### src/rtl/mem_arb_pkg.sv
// Shared types and constants for the two-port memory arbiter.
package mem_arb_pkg;

  typedef enum logic [1:0] {
    IDLE  = 2'd0,
    SERVE = 2'd1,
    DONE  = 2'd2
  } state_e;

  localparam logic PORT_FETCH = 1'b0;
  localparam logic PORT_DATA  = 1'b1;

  localparam int unsigned MEM_BYTES_DFLT = 65536;
  localparam logic [1:0]  ALIGN_MASK     = 2'b11;

endpackage

### src/rtl/mem_arbiter_if.sv
// Requester and memory-side signals of the arbiter, bundled for port connection.
interface mem_arbiter_if #(
  parameter int unsigned ADDR_W = 32,
  parameter int unsigned DATA_W = 32
);
  logic              req0, req1;
  logic              we0, we1;
  logic [ADDR_W-1:0] adr0, adr1;
  logic [DATA_W-1:0] wdata0, wdata1;
  logic              ack0, ack1;
  logic              err0, err1;
  logic [DATA_W-1:0] rdata0, rdata1;
  logic [ADDR_W-1:0] mem_adr;
  logic [DATA_W-1:0] mem_d_in;
  logic              mem_mrd, mem_mwr;
  logic [DATA_W-1:0] mem_d_out;

  // Arbiter side
  modport slave (
    input  req0, req1, we0, we1, adr0, adr1, wdata0, wdata1, mem_d_out,
    output ack0, ack1, err0, err1, rdata0, rdata1,
           mem_adr, mem_d_in, mem_mrd, mem_mwr
  );

  // Requesters and memory model side
  modport master (
    output req0, req1, we0, we1, adr0, adr1, wdata0, wdata1, mem_d_out,
    input  ack0, ack1, err0, err1, rdata0, rdata1,
           mem_adr, mem_d_in, mem_mrd, mem_mwr
  );
endinterface

### src/rtl/rr_arb2.sv
// Combinational two-way winner select; the last-winner register lives in the parent.
module rr_arb2
  import mem_arb_pkg::*;
#(
  parameter int unsigned FIXED_PRIO = 0
) (
  input  logic req0_i,
  input  logic req1_i,
  input  logic last_i,
  output logic win_valid_o,
  output logic win_id_o
);

  // Tie goes to port 0 in fixed mode, otherwise to the port that did not win last.
  always_comb begin
    win_valid_o = req0_i | req1_i;
    win_id_o    = PORT_FETCH;
    if (req0_i && req1_i) begin
      win_id_o = (FIXED_PRIO != 0) ? PORT_FETCH : ~last_i;
    end else if (req1_i) begin
      win_id_o = PORT_DATA;
    end
  end

endmodule

### src/rtl/mem_arbiter.sv
// Two-port arbiter and access sequencer for the shared 64 KiB memory.
module mem_arbiter
  import mem_arb_pkg::*;
#(
  parameter int unsigned ADDR_W     = 32,
  parameter int unsigned DATA_W     = 32,
  parameter int unsigned MEM_BYTES  = MEM_BYTES_DFLT,
  parameter int unsigned FIXED_PRIO = 0
) (
  input  logic           clk,
  input  logic           rst_n,
  mem_arbiter_if.slave   bus,
  output logic           busy
);

  localparam logic [ADDR_W-1:0] ADR_MAX = ADDR_W'(MEM_BYTES - 4);

  state_e            state_q;
  logic              id_q, we_q, last_q, busy_q;
  logic [ADDR_W-1:0] adr_q;
  logic [DATA_W-1:0] wdata_q;
  logic              ack0_q, ack1_q, err0_q, err1_q;
  logic [DATA_W-1:0] rdata0_q, rdata1_q;
  logic              mrd_q, mwr_q;

  logic              win_valid, win_id;
  logic              sel_we_d, reject_d;
  logic [ADDR_W-1:0] sel_adr_d;
  logic [DATA_W-1:0] sel_wdata_d;

  rr_arb2 #(.FIXED_PRIO(FIXED_PRIO)) u_arb (
    .req0_i      (bus.req0),
    .req1_i      (bus.req1),
    .last_i      (last_q),
    .win_valid_o (win_valid),
    .win_id_o    (win_id)
  );

  // Mux the winning request and decide up front whether it must be rejected.
  always_comb begin
    sel_we_d    = (win_id == PORT_DATA) ? bus.we1    : bus.we0;
    sel_adr_d   = (win_id == PORT_DATA) ? bus.adr1   : bus.adr0;
    sel_wdata_d = (win_id == PORT_DATA) ? bus.wdata1 : bus.wdata0;
    reject_d    = (|(sel_adr_d[1:0] & ALIGN_MASK)) || (sel_adr_d > ADR_MAX);
  end

  // Access sequencer: all outputs registered, strobes only high during SERVE.
  always_ff @(posedge clk or negedge rst_n) begin
    if (!rst_n) begin
      state_q  <= IDLE;
      id_q     <= 1'b0;
      we_q     <= 1'b0;
      adr_q    <= '0;
      wdata_q  <= '0;
      last_q   <= 1'b1;
      busy_q   <= 1'b0;
      ack0_q   <= 1'b0;
      ack1_q   <= 1'b0;
      err0_q   <= 1'b0;
      err1_q   <= 1'b0;
      rdata0_q <= '0;
      rdata1_q <= '0;
      mrd_q    <= 1'b0;
      mwr_q    <= 1'b0;
    end else begin
      ack0_q <= 1'b0;
      ack1_q <= 1'b0;
      err0_q <= 1'b0;
      err1_q <= 1'b0;
      mrd_q  <= 1'b0;
      mwr_q  <= 1'b0;
      case (state_q)
        IDLE: begin
          if (win_valid) begin
            id_q    <= win_id;
            we_q    <= sel_we_d;
            adr_q   <= sel_adr_d;
            wdata_q <= sel_wdata_d;
            last_q  <= win_id;
            busy_q  <= 1'b1;
            if (reject_d) begin
              // Rejected access goes straight to DONE so ack lands one cycle after grant.
              state_q <= DONE;
              if (win_id == PORT_DATA) begin
                ack1_q   <= 1'b1;
                err1_q   <= 1'b1;
                rdata1_q <= '0;
              end else begin
                ack0_q   <= 1'b1;
                err0_q   <= 1'b1;
                rdata0_q <= '0;
              end
            end else begin
              state_q <= SERVE;
              mrd_q   <= ~sel_we_d;
              mwr_q   <= sel_we_d;
            end
          end
        end
        SERVE: begin
          state_q <= DONE;
          if (id_q == PORT_DATA) begin
            ack1_q <= 1'b1;
            if (!we_q) rdata1_q <= bus.mem_d_out;
          end else begin
            ack0_q <= 1'b1;
            if (!we_q) rdata0_q <= bus.mem_d_out;
          end
        end
        DONE: begin
          state_q <= IDLE;
          busy_q  <= 1'b0;
        end
        default: begin
          state_q <= IDLE;
          busy_q  <= 1'b0;
        end
      endcase
    end
  end

  assign bus.ack0     = ack0_q;
  assign bus.ack1     = ack1_q;
  assign bus.err0     = err0_q;
  assign bus.err1     = err1_q;
  assign bus.rdata0   = rdata0_q;
  assign bus.rdata1   = rdata1_q;
  assign bus.mem_adr  = adr_q;
  assign bus.mem_d_in = wdata_q;
  assign bus.mem_mrd  = mrd_q;
  assign bus.mem_mwr  = mwr_q;
  assign busy         = busy_q;

endmodule

### src/flat_wrapper.sv
// flat-port wrapper written by rule: the top's interface ports become plain ports
module mem_arbiter_flat import mem_arb_pkg::*;
#(
  parameter int unsigned ADDR_W     = 32,
  parameter int unsigned DATA_W     = 32,
  parameter int unsigned MEM_BYTES  = MEM_BYTES_DFLT,
  parameter int unsigned FIXED_PRIO = 0
)
  (clk, rst_n, busy, bus_req0, bus_req1, bus_we0, bus_we1, bus_adr0, bus_adr1, bus_wdata0, bus_wdata1, bus_mem_d_out, bus_ack0, bus_ack1, bus_err0, bus_err1, bus_rdata0, bus_rdata1, bus_mem_adr, bus_mem_d_in, bus_mem_mrd, bus_mem_mwr);
  mem_arbiter_if #(.ADDR_W(ADDR_W), .DATA_W(DATA_W)) bus_i ();
  input  logic clk;
  input  logic rst_n;
  output logic busy;
  input wire logic [$bits(bus_i.req0)-1:0] bus_req0;
  input wire logic [$bits(bus_i.req1)-1:0] bus_req1;
  input wire logic [$bits(bus_i.we0)-1:0] bus_we0;
  input wire logic [$bits(bus_i.we1)-1:0] bus_we1;
  input wire logic [$bits(bus_i.adr0)-1:0] bus_adr0;
  input wire logic [$bits(bus_i.adr1)-1:0] bus_adr1;
  input wire logic [$bits(bus_i.wdata0)-1:0] bus_wdata0;
  input wire logic [$bits(bus_i.wdata1)-1:0] bus_wdata1;
  input wire logic [$bits(bus_i.mem_d_out)-1:0] bus_mem_d_out;
  output wire logic [$bits(bus_i.ack0)-1:0] bus_ack0;
  output wire logic [$bits(bus_i.ack1)-1:0] bus_ack1;
  output wire logic [$bits(bus_i.err0)-1:0] bus_err0;
  output wire logic [$bits(bus_i.err1)-1:0] bus_err1;
  output wire logic [$bits(bus_i.rdata0)-1:0] bus_rdata0;
  output wire logic [$bits(bus_i.rdata1)-1:0] bus_rdata1;
  output wire logic [$bits(bus_i.mem_adr)-1:0] bus_mem_adr;
  output wire logic [$bits(bus_i.mem_d_in)-1:0] bus_mem_d_in;
  output wire logic [$bits(bus_i.mem_mrd)-1:0] bus_mem_mrd;
  output wire logic [$bits(bus_i.mem_mwr)-1:0] bus_mem_mwr;
  assign bus_i.req0 = bus_req0;
  assign bus_i.req1 = bus_req1;
  assign bus_i.we0 = bus_we0;
  assign bus_i.we1 = bus_we1;
  assign bus_i.adr0 = bus_adr0;
  assign bus_i.adr1 = bus_adr1;
  assign bus_i.wdata0 = bus_wdata0;
  assign bus_i.wdata1 = bus_wdata1;
  assign bus_i.mem_d_out = bus_mem_d_out;
  assign bus_ack0 = bus_i.ack0;
  assign bus_ack1 = bus_i.ack1;
  assign bus_err0 = bus_i.err0;
  assign bus_err1 = bus_i.err1;
  assign bus_rdata0 = bus_i.rdata0;
  assign bus_rdata1 = bus_i.rdata1;
  assign bus_mem_adr = bus_i.mem_adr;
  assign bus_mem_d_in = bus_i.mem_d_in;
  assign bus_mem_mrd = bus_i.mem_mrd;
  assign bus_mem_mwr = bus_i.mem_mwr;
  mem_arbiter #(.ADDR_W(ADDR_W), .DATA_W(DATA_W), .MEM_BYTES(MEM_BYTES), .FIXED_PRIO(FIXED_PRIO)) u_core (.clk(clk), .rst_n(rst_n), .bus(bus_i), .busy(busy));
endmodule
### config.mk
export PLATFORM = sky130hd
export DESIGN_NAME = mem_arbiter_flat
export DESIGN_NICKNAME = d
export VERILOG_FILES = /design/src/rtl/mem_arb_pkg.sv /design/src/rtl/mem_arbiter_if.sv /design/src/rtl/rr_arb2.sv /design/src/rtl/mem_arbiter.sv /design/src/flat_wrapper.sv
export SDC_FILE = /design/constraint.sdc
export NUM_CORES = 1
export LEC_CHECK = 0
export BUFFER_PORTS_ARGS = -buffer_cell sky130_fd_sc_hd__buf_2
export CAP_MARGIN = 20
export CORE_MARGIN = 3
export CORE_UTILIZATION = 48
export CTS_BUF_LIST = sky130_fd_sc_hd__clkbuf_4 sky130_fd_sc_hd__clkbuf_8
export DETAILED_ROUTE_END_ITERATION = 16
export PLACE_DENSITY = 0.83
export SYNTH_ARGS = -nofsm -noshare
export SYNTH_HDL_FRONTEND = slang
export SYNTH_HIERARCHICAL = 1
export SYNTH_SLANG_ARGS = --single-unit
### constraint.sdc
create_clock -name clk -period 2.66 [get_ports clk]
set_input_delay 0 -clock clk [delete_from_list [all_inputs] [get_ports clk]]
set_output_delay 0 -clock clk [all_outputs]
set_load 0.1 [all_outputs]
# --- After elaboration in Yosys (flattened, before gate mapping) ---
# Index checks and enable logic that the tools add are counted.
word_totals:
  ff_bits: 140
classes:
  mux: 39
  eq_ne: 8
  n_reduce_logical: 9
  order_cmp: 1
  bitwise: 4
ops:
  columns: ["cell", "n"]
  rows:
  - ["$mux W32", 11]
  - ["$pmux W32 S2", 2]
  - ["$gt A32 B16 Y1 const B", 1]
  - ["$mux W1", 20]
  - ["$reduce_and A6 Y1", 2]
  - ["$ne A2 B2 Y1 const B", 4]
  - ["$ne A2 B1 Y1 const B", 3]
  - ["$pmux W1 S2", 3]
  - ["$mux W2", 2]
  - ["$pmux W2 S2", 1]
  - ["$reduce_and A2 Y1", 2]
  - ["$not A1 Y1", 3]
  - ["$eq A2 B1 Y1 const B", 1]
  - ["$logic_not A2 Y1", 1]
  - ["$reduce_bool A2 Y1", 1]
  - ["$reduce_or A2 Y1", 1]
  - ["$logic_and A1 B1 Y1", 1]
  - ["$logic_or A1 B1 Y1", 1]
  - ["$or A1 B1 Y1", 1]

# --- Logic depth before layout (Yosys ltp) ---
# Gate-level depths: netlist (run 1).
logic_depth:
  depth_word: 8
  ltp_mapped: 8

# --- Cells and area by module ---
# The synthesis (run 1) kept the hierarchy.
modules_own_cells:
  columns: ["mod", "cells_each", "area_per_inst_um2", "n_inst"]
  rows:
  - ["mem_arbiter", 610, 6124.6, 1]
  - ["rr_arb2", 2, 13.8, 1]

# --- Worst setup path before layout (run 1) ---
# OpenSTA, ideal clock, no wires.
synth_timing:
  path_type: "flip-flop to flip-flop"
  from: "reg u_core.last_q"
  to: "reg u_core.rdata0_q[10] (netlist: u_core/bus.rdata0[10])"
  arrival_time_ps: 1996
  n_path_buf: 2
  stages_incl_launch_ff: 9
  setup_slack_ps: 586
  setup_ps: 78
  path_cell_list: "dfstp_2 a21boi_1 buf_6 or4_1 o22a_1 a21oi_4 a211oi_2 buf_6 a21oi_1"
synth_via:
  elab_chain_cells: 7
  word_cells_on_any_way: 9
synth_lines:
  columns: ["item", "line_no", "source"]
  rows:
  - ["start: declaration", "mem_arbiter.sv:19", "logic id_q, we_q, last_q, busy_q;"]
  - ["start signal: assignment", "mem_arbiter.sv:79", "last_q <= win_id;"]
  - ["$not A1 Y1 *", "rr_arb2.sv:19", "win_id_o = (FIXED_PRIO != 0) ? PORT_FETCH : ~last_i;"]
  - ["$mux W1 *", "rr_arb2.sv:18", "if (req0_i && req1_i) begin"]
  - ["net u_core.win_id", "mem_arbiter.sv:26", "logic win_valid, win_id;"]
  - ["$mux W32", "mem_arbiter.sv:42", "sel_adr_d = (win_id == PORT_DATA) ? bus.adr1 : bus.adr0;"]
  - ["$gt A32 B16 Y1 / $reduce_or A2 Y1 (equally long branches)", "mem_arbiter.sv:44", "reject_d = (|(sel_adr_d[1:0] & ALIGN_MASK)) || (sel_adr_d > ADR_MAX);"]
  - ["$logic_or A1 B1 Y1", "mem_arbiter.sv:44", null]
  - ["$ne A2 B1 Y1 (no line)", null, null]
  - ["$reduce_and A6 Y1 (no line) *", null, null]
  - ["end signal: assignment", "mem_arbiter.sv:107", "if (!we_q) rdata0_q <= bus.mem_d_out;"]
  - ["end: declaration", "mem_arbiter.sv:23", "logic [DATA_W-1:0] rdata0_q, rdata1_q;"]
# Mark *: on every way through the listed nets, which the timed path passes. The rest lies on a longest branch.
# A chain may end at the register's enable or synchronous reset.

# --- Worst setup path after layout (run 1) ---
layout_timing:
  from: "reg u_core.last_q"
  to: "reg u_core.wdata_q[14] (netlist: u_core/bus.mem_d_in[14])"
layout_via:
  elab_chain_cells: 3
layout_lines:
  columns: ["item", "line_no", "source"]
  rows:
  - ["$not A1 Y1", "rr_arb2.sv:19", null]
  - ["$mux W1", "rr_arb2.sv:18", null]
  - ["net u_core.win_id", "mem_arbiter.sv:26", null]
  - ["$mux W32", "mem_arbiter.sv:43", "sel_wdata_d = (win_id == PORT_DATA) ? bus.wdata1 : bus.wdata0;"]
  - ["end signal: assignment", "mem_arbiter.sv:78", "wdata_q <= sel_wdata_d;"]
  - ["end: declaration", "mem_arbiter.sv:21", "logic [DATA_W-1:0] wdata_q;"]
# The timed path passes the listed nets, and every way through them passes these cells.

==> flow_metrics.py, run 1 <==
metrics = {
    "layout": {
        "fill_cells": 672,
        "final_cell_mix": "299 x buf_2, 198 x nand2_1, 163 x dlygate4sd3_1",
        "area_growth_pct": 62.4,
        "final_area_mm2": 0.00997,
        "layout-drive-gt1-share_pct": 35.4,
        "final_common_cell": "buf_2",
        "multi_input_area_mm2": 0.00244,
        "ff_latch_area_mm2": 0.00350,
        "layout.nets": 1228,
        "fin_util_pct": 81.3,
        "finalNonFillerCells": 1244,
    },
    "global_route": {
        "antenna_found_initial": 3,
        "overflow": 0,
        "grt_max_degree": 137,
        "globalRouteTotalUtil_pct": 35.6,
        "grt_pass1_vias": 7291,
        "grt_pass1_wl_um": 39300,
    },
    "worst_setup_path": {
        "cpMaxStageDelayCell": "dlygate4sd3_1",
        "path_class": "flip-flop to flip-flop",
        "worst_ep_required_time_ns": 2.97,
        "timing.rr.end": "u_core/bus.mem_d_in[14]",
        "crit_cells": 6,
        "end_kind": "flip-flop",
        "r2r_start": "u_core/last_q",
        "max_stage_delay_ns": 0.61,
        "worst-path-buf-inv": 3,
        "crit_path_cell_trace": "a21boi_4 > buf_4 > buf_12 > mux2i_1 > dlygate4sd3_1 > o21ai_0",
        "crit_path_start_kind": "flip-flop",
        "worstRegToRegCells": 6,
        "crit_start": "u_core/last_q",
        "cp_max_fo": 39,
        "crit_path_end": "u_core/bus.mem_d_in[14]",
        "regToRegSetupSlack_ns": 0.12,
        "arrival_ns": 2.85,
        "critical_path.top_delay_family": "buffers and inverters",
    },
    "sta": {
        "rsz0062_at_grt": "false",
        "max_freq_mhz": 393,
        "setup_viol": 0,
        "slew_violations": 0,
        "min_period_over_period_pct": 95.6,
        "hold_slack_ns": 0.173,
        "fin_setup_tns_ns": 0,
        "skew_ns": 0.0179,
        "min_period_ns": 2.54,
        "maxSlewHeadroom_pct": 50.5,
        "worstMarginPinSlew_ns": 0.742,
        "finalHoldViolations": 0,
    },
    "yosys": {
        "yosysSeqAreaShare_pct": 57.1,
        "netlist_area_mm2": 0.00614,
        "synthDistinctLibCells": 32,
        "ys_ff_latch": 140,
        "syn_avg_cell_area_um2": 10.0,
        "synth_cells": 612,
        "yosysWarnings": 6,
        "synth_top_area_share_pct": 56.7,
        "syn_nets": 778,
        "synthTopCellsByArea": "dfrtp_1 57%, nand2_1 12%, mux2i_1 11%",
        "yosysTopAreaCell": "dfrtp_1",
    },
    "routing": {
        "via_count": 6924,
        "drc": 0,
        "antenna_left": 0,
        "drt_iter0_drc": 731,
        "wl_per_cell_um": 21.0,
        "detail_route.first_pass.iterations": 7,
        "via_per_inst": 5.57,
        "wl_um": 26200,
    },
    "placement": {
        "gp_congestion": 0.840,
        "hpwlAfterDp_um": 13300,
        "placed_cells": 1046,
        "portBuffers": 300,
        "place_area_mm2": 0.00779,
    },
    "clock_tree": {
        "cts.path.max_buffers": 2,
        "ctsHtreeMaxLevel": 4,
        "root_buffer": "clkbuf_8",
        "cts_setup_buffers": 0,
        "cts_sinks": 140,
        "cts_tree": "built",
        "clock_insertion_delay_worst_skew_ns": 0.44,
        "clk_pin_slew_ns": 0.09,
        "cts_inserted_buffers": 17,
    },
    "floorplanning": {
        "design.core.area_mm2": 0.0123,
        "fp.dieH_um": 119,
        "die-area_mm2": 0.0142,
        "fp.dieW_um": 119,
        "num_rows": 40,
        "initial_utilization_pct": 50.1,
        "ioPinCount": 301,
    },
    "power": {
        "leakage_nw": 4.96,
        "ir_worst_vdd_mv": 0.589,
        "powerDensity_mw_per_mm2": 751,
    },
    "job": {
        "drv_cap": 0,
    },
    "hold_path": {
        "worstHoldPathType": "input pin to async pin",
    },
    "status": {
        "outcome": "finished clean",
    },
}
## flip-flops by register name (all words and copies together), names as in the netlist, 2 cells and up
name                 cells
u_core/bus.rdata0       32
u_core/bus.rdata1       32
u_core/bus.mem_d_in     32
u_core/state_q           2
u_core/bus.mem_adr      32
## synth_stat cells, drive strengths merged
cell type  instances
nand2            198
nor3               3
or3                1
nand3              2
nand3b             2
nor2               3
nor4               4
buf               12
a21oi             65
a21o               1
clkbuf            31
o22a               1
a21boi             1
dfrtp            139
o21ai             67
a21bo              1
mux2i             65
or4                3
o21bai             1
inv                1
nor2b              1
a211oi             1
or2                2
dfstp              1
a31oi              1
or4b               1
nand2b             3
nor3b              1
## worst min-delay path by stage
| stage | from | endpoint | slack, ns | depth (start not counted) |
|---|---|---|---|---|
| 6_report | rst_n | u_core/bus.rdata1[3] | 0.17 | 2 |
| 5_1_grt | bus_adr1[16] | u_core/state_q[0] | 0.17 | 5 |
| 4_1_cts | bus_adr1[16] | u_core/state_q[0] | 0.10 | 5 |
| 3_5_place_dp | rst_n | u_core/bus.rdata1[5] | 0.09 | 1 |
| 3_3_place_gp | rst_n | u_core/bus.rdata1[1] | 0.08 | 1 |
| 2_1_floorplan | rst_n | u_core/bus.ack0 | -0.30 | 0 |
## logic make-up after synthesis
family	after synthesis	share of synthesized area, %
flops	140	57.1
buf+inv	44	3.65
simple gates	224	14.7
compound gates	139	13.9
mux	65	10.6
## timing repair
item / CTS / global route
hold endpoints to repair: 209 / 0
resized for setup: 0 / 4
setup endpoints to repair: 0 / 28
hold buffers: 163 / 0
## power breakdown
part           total, mW  switching [mW]  internal (mW)
logic               2.89            2.27          0.627
registers           2.52           0.167           2.35
clock network       2.07           0.833           1.24
## layout make-up
type                            count  share of cell area, %
Tap cell                          168                   2.11
Timing Repair Buffer              474                   33.4
Sequential cell                   140                   35.2
Inverter                            1                 0.0377
Clock buffer                       19                   2.56
Antenna cell                        3                 0.0753
Multi-Input combinational cell    428                   24.5
Clock inverter                     11                   2.18
## routing by layer
metal  track usage [%]  wire, um
met2              60.2     12800
met1              38.6      8690
met3              11.2      2700
met5                 0         0
met4              22.8      1980
## stage by stage
stage	power (mW)	setup slack (ns)
final	7.48	0.116
after global routing	7.66	0.0736
after CTS	7.26	0.0328
after detailed placement	5.00	0.447
after global placement	4.97	0.526
after floorplan	4.45	0.586
Power figures use the tool's default switching activity.
==> run 2: changes to the inputs <==
--- a/config.mk
+++ b/config.mk
@@ -7,6 +7,7 @@
 export LEC_CHECK = 0
 export BUFFER_PORTS_ARGS = -buffer_cell sky130_fd_sc_hd__buf_2
 export CAP_MARGIN = 20
+export CORE_ASPECT_RATIO = 1.4
 export CORE_MARGIN = 3
 export CORE_UTILIZATION = 48
 export CTS_BUF_LIST = sky130_fd_sc_hd__clkbuf_4 sky130_fd_sc_hd__clkbuf_8
==> flow_metrics.py, run 2 (synthesis gave the netlist of run 1 again) <==
metrics = {
    "worst_setup_path": {
        "cp_max_fo": 46,
        "crit_path_start_kind": "flip-flop",
        "worst-path-buf-inv": 2,
        "path_class": "flip-flop to flip-flop",
        "critical_path.top_delay_family": "buffers and inverters",
        "worst_ep_required_time_ns": 2.97,
        "crit_path_cell_trace": "a21boi_4 > buf_4 > mux2i_1 > dlygate4sd3_1 > o21ai_0",
        "max_stage_delay_ns": 0.65,
        "arrival_ns": 2.82,
        "end_kind": "flip-flop",
        "cpMaxStageDelayCell": "buf_4",
    },
    "power": {
        "pwr-share-seq_pct": 36.0,
        "leakage_nw": 4.89,
        "ir_worst_vdd_mv": 0.753,
        "p_comb_share_pct": 40.9,
        "powerDensity_mw_per_mm2": 712,
        "power_mw": 6.95,
        "switchingPower_mw": 3.30,
        "clkPwrFrac_pct": 23.2,
        "swShare_pct": 47.5,
        "p_int_mw": 3.65,
    },
    "clock_tree": {
        "cts.path.max_buffers": 2,
        "clk_pin_slew_ns": 0.09,
        "cts_inserted_buffers": 17,
        "cts_tree": "built",
        "clock_insertion_delay_worst_skew_ns": 0.44,
        "root_buffer": "clkbuf_8",
        "cts_sinks": 140,
        "ctsHtreeMaxLevel": 4,
    },
    "routing": {
        "via_count": 6730,
        "detail_route.first_pass.iterations": 5,
        "via_per_inst": 5.48,
        "drt_iter0_drc": 372,
        "drc": 0,
        "wl_per_cell_um": 20.0,
        "antenna_left": 0,
        "wl_um": 24500,
    },
    "global_route": {
        "globalRouteTotalUtil_pct": 34.3,
        "grt_pass1_wl_um": 37300,
        "antenna_found_initial": 2,
        "grt_pass1_vias": 7223,
        "grt_max_degree": 78,
        "overflow": 0,
    },
    "sta": {
        "max_freq_mhz": 398,
        "slew_violations": 0,
        "setup_viol": 0,
        "fin_setup_tns_ns": 0,
        "maxSlewHeadroom_pct": 45.8,
        "finalHoldViolations": 0,
        "skew_ns": 0.0206,
        "rsz0062_at_grt": "false",
        "min_period_over_period_pct": 94.3,
        "min_period_ns": 2.51,
        "worstMarginPinSlew_ns": 0.813,
    },
    "floorplanning": {
        "fp.dieW_um": 102,
        "die-area_mm2": 0.0142,
        "ioPinCount": 301,
        "fp.dieH_um": 140,
        "initial_utilization_pct": 49.4,
        "design.core.area_mm2": 0.0124,
        "num_rows": 48,
    },
    "layout": {
        "layout-drive-gt1-share_pct": 35.5,
        "final_common_cell": "buf_2",
        "area_growth_pct": 59.0,
        "final_cell_mix": "299 x buf_2, 198 x nand2_1, 163 x dlygate4sd3_1",
        "layout.nets": 1228,
        "finalNonFillerCells": 1227,
    },
    "placement": {
        "hpwlAfterDp_um": 13900,
        "gp_congestion": 0.899,
        "portBuffers": 300,
        "placed_cells": 1029,
    },
    "status": {
        "outcome": "finished clean",
    },
    "job": {
        "drv_cap": 0,
    },
    "hold_path": {
        "worstHoldPathType": "input pin to async pin",
    },
}
run 2: worst paths after layout:
| path | from | to | slack (ns) | cells after the start |
|---|---|---|---|---|
| min reg2reg | u_core/last_q | u_core/last_q | 0.48 | 2 |
| min | rst_n | u_core/bus.rdata1[19] | 0.15 | 2 |
| max in group asynchronous | rst_n | u_core/bus.rdata0[10] | 1.70 | 3 |
| min in group clk | bus_adr1[16] | u_core/state_q[0] | 0.17 | 5 |
| max reg2reg | u_core/last_q | u_core/bus.mem_d_in[31] | 0.15 | 5 |
| max | u_core/last_q | u_core/bus.mem_d_in[31] | 0.15 | 5 |
run 2: metrics by stage:
stage	instance area, um^2	setup slack (ns)	hold slack (ns)	utilization (%)
after detailed placement	7730	0.402	0.0789	62.2
after CTS	9730	0.340	0.113	78.3
after global placement	7730	0.444	0.0752	62.2
after global routing	9760	0.149	0.150	78.5
after floorplan	6140	0.586	-0.296	-
final	9760	0.151	0.153	78.5
run 2: layout make-up:
type | instances | area [um^2]
diodes | 2 | 5.00
clock buffers | 17 | 234
clock inverters | 15 | 129
fillers | 728 | 2670
inverters | 1 | 3.75
multi-input cells | 428 | 2440
flip-flops and latches | 140 | 3500
well taps | 150 | 188
repair buffers | 474 | 3250
run 2: power by group through the flow:
stage,sequential [mW],combinational (mW),clock [mW]
finish,2.50,2.84,1.61
global route,2.52,2.93,1.74
detailed placement,2.50,2.50,0
floorplan,4.05,0.397,0
CTS,2.47,2.75,1.64
global placement,2.50,2.47,0
run 2: timing repair:
| item | 4_1_cts | 5_1_grt |
|---|---|---|
| hold buffers | 163 | 0 |
| setup buffers | 0 | 0 |
| gates resized for setup | 0 | 0 |
| endpoints found under the hold margin | 207 | 0 |
run 2: per-layer routing:
metal / vias up / routed length, um / global-route usage (%)
met5: - / 0 / 0
met4: 0 / 1410 / 18.6
met3: 107 / 2480 / 11.8
met2: 480 / 12100 / 57.1
met1: 3191 / 8520 / 37.7
li1: 2952 / - / -
==> run 3: changes to the inputs <==
--- a/config.mk
+++ b/config.mk
@@ -5,15 +5,14 @@
 export SDC_FILE = /design/constraint.sdc
 export NUM_CORES = 1
 export LEC_CHECK = 0
-export BUFFER_PORTS_ARGS = -buffer_cell sky130_fd_sc_hd__buf_2
 export CAP_MARGIN = 20
-export CORE_ASPECT_RATIO = 1.4
-export CORE_MARGIN = 3
-export CORE_UTILIZATION = 48
+export CORE_AREA = 3 3 117 119
 export CTS_BUF_LIST = sky130_fd_sc_hd__clkbuf_4 sky130_fd_sc_hd__clkbuf_8
 export DETAILED_ROUTE_END_ITERATION = 16
-export PLACE_DENSITY = 0.83
+export DIE_AREA = 0 0 120 122
+export DONT_BUFFER_PORTS = 1
 export SYNTH_ARGS = -nofsm -noshare
 export SYNTH_HDL_FRONTEND = slang
 export SYNTH_HIERARCHICAL = 1
 export SYNTH_SLANG_ARGS = --single-unit
+export TNS_END_PERCENT = 1
==> flow_metrics.py, run 3 (synthesis gave the netlist of run 1 again) <==
metrics = {
    "status": {
        "outcome": "finished with violations",
        "violations": "negative hold slack",
    },
    "routing": {
        "drc": 0,
        "route.met3.wl_um": 1770,
        "detail_route.first_pass.iterations": 5,
        "via_count": 5718,
        "wl_met2_um": 10300,
        "top_layer": "met4",
        "via_per_inst": 5.33,
        "antenna_left": 0,
        "wl_met1_um": 7560,
        "wl_um": 20700,
        "wl_per_cell_um": 19.3,
        "drt_iter0_drc": 420,
    },
    "global_route": {
        "grt_max_degree": 141,
        "grt_pass1_wl_um": 32400,
        "grt_pass1_vias": 6258,
        "antenna_found_initial": 1,
        "overflow": 0,
        "globalRouteTotalUtil_pct": 28.3,
    },
    "floorplanning": {
        "fp.dieW_um": 120,
        "num_rows": 41,
        "ioPinCount": 301,
        "initial_utilization_pct": 48.4,
        "design.core.area_mm2": 0.0127,
        "fp.dieH_um": 122,
        "die-area_mm2": 0.0146,
    },
    "layout": {
        "final_cell_mix": "198 x nand2_1, 162 x dlygate4sd3_1, 139 x dfrtp_1",
        "layout-drive-gt1-share_pct": 23.0,
        "fin_util_pct": 73.2,
        "fill_cells": 858,
        "final_common_cell": "nand2_1",
        "area_growth_pct": 51.1,
        "layout.nets": 1054,
    },
    "clock_tree": {
        "cts_setup_buffers": 0,
        "ctsResizeCount": 0,
        "cts_sinks": 140,
        "cts_tree": "built",
        "clock_insertion_delay_worst_skew_ns": 0.43,
        "ctsHtreeMaxLevel": 4,
        "clk_pin_slew_ns": 0.07,
        "cts-hold-fix-buffers": 162,
        "cts.path.max_buffers": 2,
        "root_buffer": "clkbuf_8",
        "cts_inserted_buffers": 17,
    },
    "sta": {
        "max_freq_mhz": 414,
        "worstMarginPinSlew_ns": 0.934,
        "min_period_ns": 2.42,
        "min_period_over_period_pct": 90.8,
        "fin_setup_tns_ns": 0,
        "hold_slack_ns": -0.740,
        "skew_ns": 0.00979,
        "slew_violations": 0,
        "maxSlewHeadroom_pct": 37.8,
        "rsz0062_at_grt": "false",
        "finalHoldViolations": 140,
        "setup_viol": 0,
    },
    "worst_setup_path": {
        "crit_start": "u_core/last_q",
        "end_kind": "flip-flop",
        "worstRegToRegCells": 8,
        "path_class": "flip-flop to flip-flop",
        "r2r_start": "u_core/last_q",
        "crit_path_start_kind": "flip-flop",
        "worst_ep_required_time_ns": 2.96,
        "cp_max_fo": 32,
        "arrival_ns": 2.72,
    },
    "power": {
        "leakage_nw": 4.26,
        "ir_worst_vdd_mv": 0.553,
        "powerDensity_mw_per_mm2": 749,
    },
    "placement": {
        "gp_congestion": 0.818,
        "hpwlAfterDp_um": 12200,
        "portBuffers": 0,
    },
    "hold_path": {
        "worstHoldPathType": "input pin to async pin",
    },
    "job": {
        "drv_cap": 0,
    },
}
run 3: cell type report:
class                      count  area, um^2  area share [%]
antenna                        1        2.50          0.0270
clock buffer                  23         310            3.34
clock inverter                 7        87.6           0.944
inverter                       1        3.75          0.0405
multi-input combinational    428        2440            26.3
sequential                   140        3500            37.8
tap                          172         215            2.32
timing repair buffer         300        2710            29.2
run 3: metal layers:
| metal | vias to the layer above | global-route usage [%] |
|---|---|---|
| met4 | 0 | 15.7 |
| met3 | 74 | 9.42 |
| met1 | 2742 | 31.4 |
| li1 | 2597 | - |
| met5 | - | 0 |
| met2 | 305 | 48.3 |
run 3: power by group:
part	leakage, nW	internal, mW	switching [mW]
Clock	0.207	0.953	0.770
Combinational	2.23	0.660	2.08
Sequential	1.83	2.35	0.135
Total	4.26	3.96	2.99
run 3: path summary, 6_finish.rpt:
check | to | slack (ns)
min in group clk | u_core/state_q[0] | 0.04
hold reg to reg | u_core/last_q | 0.48
setup reg to reg | u_core/bus.rdata0[20] | 0.24
max in group asynchronous | u_core/bus.rdata1[8] | 3.09
setup / recovery | u_core/bus.rdata0[20] | 0.24
hold / removal | u_core/bus.err1 | -0.74
run 3: worst max-delay path, stage by stage, from the launching register on:
cell and delay (ns):
dfstp_2 0.38, a21boi_4 0.18, buf_4 0.48, nor3_1 0.13, nand2_1 0.13, a21oi_4 0.09, a211oi_4 0.41, buf_4 0.39
a21oi_1 0.08
run 3: per-stage QoR:
stage	total power [mW]	cells	worst slack, ns	instance area [um^2]
final	6.95	1072	0.243	9280
after global routing	7.17	1072	0.136	9280
after CTS	6.90	1069	0.267	9220
after detailed placement	4.92	877	0.279	7200
after global placement	4.89	877	0.389	7200
after floorplan	4.45	612	0.586	6140
